**config.mk**
```make
export PLATFORM = sky130hd
export DESIGN_NAME = ram_arbiter
export DESIGN_NICKNAME = d
export VERILOG_FILES = /design/src/rtl/ram_arbiter.sv
export SDC_FILE = /design/constraint.sdc
export NUM_CORES = 1
export LEC_CHECK = 0
export CAP_MARGIN = 40
export CORE_MARGIN = 2
export CORE_UTILIZATION = 40
export CTS_CLUSTER_SIZE = 8
export DETAILED_ROUTE_END_ITERATION = 7
export GPL_TIMING_DRIVEN = 0
export HOLD_SLACK_MARGIN = 0.02
export PLACE_DENSITY_LB_ADDON = 0.08
export RECOVER_POWER = 100
export SYNTH_ARGS = -nofsm -noshare
export SYNTH_HDL_FRONTEND = slang
export SYNTH_SLANG_ARGS = --single-unit
export TNS_END_PERCENT = 50
```
**constraint.sdc**
```tcl
create_clock -name Clk -period 2.2 [get_ports Clk]
set_input_delay 0.22 -clock Clk [delete_from_list [all_inputs] [get_ports Clk]]
set_output_delay 0.22 -clock Clk [all_outputs]
set_load 0.005 [all_outputs]
```
**src/rtl/ram_arbiter.sv**
```systemverilog
// Two-port round-robin arbiter in front of a single-port synchronous RAM.
// Each access walks IDLE -> ACCESS -> CAPTURE -> ACK, and every output is registered.
module ram_arbiter #(
  parameter int AW = 6,
  parameter int DW = 32
) (
  input  logic          Clk,
  input  logic          Rst_n,
  input  logic          Req0,
  input  logic          Req1,
  input  logic          We0,
  input  logic          We1,
  input  logic [AW-1:0] Addr0,
  input  logic [AW-1:0] Addr1,
  input  logic [DW-1:0] WData0,
  input  logic [DW-1:0] WData1,
  output logic          Ack0,
  output logic          Ack1,
  output logic [DW-1:0] RData0,
  output logic [DW-1:0] RData1,
  output logic          Ram_We,
  output logic [AW-1:0] Ram_Addr,
  output logic [DW-1:0] Ram_Din,
  input  logic [DW-1:0] Ram_Dout,
  output logic          Busy,
  output logic          Gnt
);

  typedef enum logic [1:0] {IDLE, ACCESS, CAPTURE, ACK} state_t;

  state_t        state, state_nxt;
  logic          last, last_nxt;
  logic          we_q, we_q_nxt;
  logic          win;
  logic          ack0_nxt, ack1_nxt, ram_we_nxt, busy_nxt, gnt_nxt;
  logic [DW-1:0] rdata0_nxt, rdata1_nxt, ram_din_nxt;
  logic [AW-1:0] ram_addr_nxt;

  // Last resets to 1 so that the first tie after reset goes to port 0.
  assign win = (Req0 && Req1) ? ~last : Req1;

  // NOTE: sequential state uses non-blocking assignments only, so every register
  // samples the values from before the edge, whatever order the statements are in.
  always_ff @(posedge Clk or negedge Rst_n) begin
    if (!Rst_n) begin
      state    <= IDLE;
      last     <= 1'b1;
      we_q     <= 1'b0;
      Ack0     <= 1'b0;
      Ack1     <= 1'b0;
      RData0   <= '0;
      RData1   <= '0;
      Ram_We   <= 1'b0;
      Ram_Addr <= '0;
      Ram_Din  <= '0;
      Busy     <= 1'b0;
      Gnt      <= 1'b0;
    end else begin
      state    <= state_nxt;
      last     <= last_nxt;
      we_q     <= we_q_nxt;
      Ack0     <= ack0_nxt;
      Ack1     <= ack1_nxt;
      RData0   <= rdata0_nxt;
      RData1   <= rdata1_nxt;
      Ram_We   <= ram_we_nxt;
      Ram_Addr <= ram_addr_nxt;
      Ram_Din  <= ram_din_nxt;
      Busy     <= busy_nxt;
      Gnt      <= gnt_nxt;
    end
  end

  // NOTE: each always_comb assigns a default to every output first, so no path
  // can leave a signal unassigned and infer a latch.
  always_comb begin
    state_nxt = state;
    unique case (state)
      IDLE:    if (Req0 || Req1) state_nxt = ACCESS;
      ACCESS:  state_nxt = CAPTURE;
      CAPTURE: state_nxt = ACK;
      ACK:     state_nxt = IDLE;
      default: state_nxt = IDLE;
    endcase
  end

  always_comb begin
    last_nxt     = last;
    we_q_nxt     = we_q;
    ack0_nxt     = 1'b0;
    ack1_nxt     = 1'b0;
    rdata0_nxt   = RData0;
    rdata1_nxt   = RData1;
    ram_we_nxt   = 1'b0;
    ram_addr_nxt = Ram_Addr;
    ram_din_nxt  = Ram_Din;
    gnt_nxt      = Gnt;
    busy_nxt     = (state_nxt != IDLE);
    unique case (state)
      IDLE: begin
        if (Req0 || Req1) begin
          gnt_nxt      = win;
          ram_we_nxt   = win ? We1 : We0;
          we_q_nxt     = win ? We1 : We0;
          ram_addr_nxt = win ? Addr1 : Addr0;
          ram_din_nxt  = win ? WData1 : WData0;
        end
      end
      CAPTURE: begin
        // Ram_Dout carries the word addressed during ACCESS only in this cycle.
        if (!we_q) begin
          if (Gnt) rdata1_nxt = Ram_Dout;
          else     rdata0_nxt = Ram_Dout;
        end
        ack0_nxt = ~Gnt;
        ack1_nxt = Gnt;
        last_nxt = Gnt;
      end
      default: ;
    endcase
  end

endmodule

```
==> reports/results.tsv <==
stage	metric	value	unit
setup_path	reg2reg_slack	390	ps
setup_path	crit_type	register to register	
synth	synthTopCellsByArea	dfrtp_1 58%, mux2_4 19%, a21oi_1 8.2%	
synth	synth_edf_count	0	
power_and_ir_drop	p_clk_frac	0.181	
clock_tree	numCtsBuffers	9	
synth	netlist_area	0.00475	mm²
power_and_ir_drop	p_total	9270	µW
routing	ant_nets	0	
grt	grt_pass1_vias	3898	
grt	overflow	0	
routing	num_vias	3706	
synth	synth_top_area_share	0.580	
clock_tree	cts_tree	yes	
floorplan	row_count	39	
timing	rsz0062_at_grt	no	
layout	nNetsFinal	722	
setup_path	worstRegToRegCells	7	
min_path	worstHoldPathCells	3	
routing	drc	13	
clock_tree	root_buffer	clkbuf_16	
routing	vias_per_cell	4.92	
floorplan	initial_core_util	0.412	
timing	worstMarginPinSlew	1280	ps
status	violations	DRC	
floorplan	die_area	0.0128	mm²
synth	synthTopCellsByCount	110 x dfrtp_1, 78 x a21oi_1, 60 x mux2_4, 41 x nor2_1, 38 x nand2_1	
layout	multiInputGateArea	0.00156	mm²
flow_run	max_cap_viol_count	0	
clock_tree	cts_buffer_depth	2	
floorplan	die-height	113	µm
synth	ys_ff_latch	111	
setup_path	critical_path.startpoint	state[0]	
synth	syn_inst	373	
setup_path	endpoint_kind	register	
power_and_ir_drop	power.leakage	0.00306	µW
status	status	finished, violations left	
clock_tree	htreeDepth	3	
synth	synth_top_cell_by_area	dfrtp_1	
setup_path	worstPathRequired	2430	ps
timing	fin_ws	390	ps
timing	fin_crit	1810	ps
routing	dr.first_iter.drc_count	195	
power_and_ir_drop	ir_drop	0.000777	V
power_and_ir_drop	power_frac_seq	0.387	
power_and_ir_drop	p_sw_frac	0.308	
synth	synth-seq-area-share	0.586	
synth	syn-num-nets	489	
placed_design	placed_cell_area	0.00715	mm²
timing	finalSetupViolCount	0	
power_and_ir_drop	power_switching	2850	µW
grt	grt_usage	0.207	
grt	grt_max_degree	63	
routing	drt_wl_total	12400	µm
setup_path	start_kind	register	
grt	antenna_found_initial	0	
timing	slew_violations	0	
synth	synth_most_common_cell	dfrtp_1	
placed_design	portBuffers	220	
layout	final_util	0.628	
power_and_ir_drop	p_int	6420	µW
synth	synth_cell_types	27	
layout	final-seq-area	0.00278	mm²
routing	dr.pass1.iters	6	
grt	grt_first_pass_wirelength	20600	µm
synth	async_reset_ff_frac	1.00	
timing	hold_violations	0	
layout	drive_gt1_frac	0.0769	
layout	design_area	0.00724	mm²
clock_tree	cts.clk_slew.worst_paths	70	ps
timing	post-route-period-util	0.823	
routing	wl_per_cell	16.4	µm
setup_path	rr_endpoint	RData1[8]	
floorplan	pin_count	221	
setup_path	timing.rr.start	state[0]	
synth	yosysWarnings	0	
setup_path	crit_fanout	10	
clock_tree	post_cts_buffers	0	
synth	ys.flop_type	dfrtp_1	
placed_design	hpwl	9280	µm
clock_tree	clock-sinks	111	
clock_tree	clk_latency	350	ps
floorplan	fp.coreArea	0.0115	mm²
timing	fmax	552	MHz
floorplan	die_width	113	µm
min_path	hp-start	Addr0[0]	
power_and_ir_drop	combPwrFrac	0.432	
min_path	hold_path_end	Ram_Addr[0]	
setup_path	cp.arrival	2040	ps
layout	antenna_cells	0	
timing	slew_headroom	0.148	
power_and_ir_drop	p_per_area	1280	mW/mm²
timing	final.setup_skew	6.93	ps
layout	synthToLayoutAreaGrowth	52.5	%
synth	synth.avg_cell_area	12.7	µm²
placed_design	globalplace.congestion	0.786	
layout	nFillCells	988	
min_path	hold_path.class	input pin to register	
placed_design	pre_cts_slack	354	ps
registers in the layout, indices dropped and copies added (netlist names):
register,count
state,2
Ram_Din,32
we_q,1
Ack0,1
Busy,1
RData0,32
Ram_We,1
Gnt,1
Ack1,1
RData1,32
Ram_Addr,6
last,1
layer usage:
layer / vias to the layer above / track usage / wire, µm / share of wire
li1: 1734 / - / - / -
met1: 1805 / 0.256 / 4980 / 0.40
met2: 152 / 0.334 / 6030 / 0.49
met3: 15 / 0.0857 / 1210 / 0.097
met4: 0 / 0.0610 / 188 / 0.015
met5: - / 0 / 0 / 0
power groups by stage:
stage	clock, µW	sequential [µW]	combinational [µW]
after floorplan	0	3740	2140
after global placement	0	3650	4880
after detailed placement	0	3710	4970
after CTS	1730	3690	5000
after global routing	1810	3740	4390
final	1670	3590	4010
what timing repair did:
action | CTS | global route
hold buffers | 1 | 0
resized for setup | 0 | 0
endpoints found under the setup margin | 0 | 0
hold endpoints to repair | 49 | 0
cells in the final DEF, fill, tap and decap left out, types with 2 or more instances in the layout:
cell,synthesis,layout
dlygate4sd3_1,0,108
clkbuf_1,10,10
mux2_2,5,5
clkbuf_16,0,9
nand2_1,38,38
inv_1,2,2
dfrtp_1,110,110
clkbuf_2,0,4
ha_1,2,2
nor2_1,41,41
clkdlybuf4s50_1,0,112
mux2_1,0,54
buf_2,2,2
clkinv_2,0,2
mux2_4,60,6
buf_6,5,2
nor2b_1,0,2
buf_4,3,3
a21oi_1,78,78
buf_12,3,3
clkbuf_8,0,2
layout make-up:
cell class / instances / area share
plain buffers: 24 / 0.0237
clock buffers: 11 / 0.0349
well taps: 143 / 0.0247
repair buffers: 222 / 0.309
multi-input cells: 236 / 0.215
inverters: 2 / 0.00104
flip-flops and latches: 111 / 0.384
clock inverters: 5 / 0.00778
how the worst max path moves through the flow:
stage          cells after the start           to  slack (ps)
2_1_floorplan                      7    RData0[0]         620
3_3_place_gp                       1  Ram_Din[20]       -3360
3_5_place_dp                       5  Ram_Din[19]         350
4_1_cts                            7   RData0[12]         460
5_1_grt                            7   RData1[11]         230
6_report                           7    RData1[8]         390
through the flow:
step / TNS, ps / hold slack, ps / cells
2_1_floorplan: 0 / -75.6 / 373
3_5_place_dp: 0 / 294 / 737
4_1_cts: 0 / 386 / 754
5_1_grt: 0 / 397 / 754
6_report: 0 / 400 / 754
3_3_place_gp: -370610 / 490 / 736
critical path, cell delays in order (launching register included):
cell and delay, ps:
dfrtp_1 350, inv_1 60, ha_1 230, and2_2 190
nand2b_1 80, buf_6 120, clkbuf_2 290, mux2_1 370
kinds of logic (layout without fill, tap and decap cells):
group / after synthesis / count (layout) / synth area share
flip-flops: 111 / 111 / 0.586
AND/OR/NAND/NOR: 85 / 85 / 0.0725
AO/OA/AOI/OAI: 83 / 83 / 0.0912
multiplexers: 66 / 66 / 0.204
buffers and inverters: 26 / 264 / 0.0417
adder cells (fa/ha/maj): 2 / 2 / 0.00527
Power figures use the tool's default switching activity.
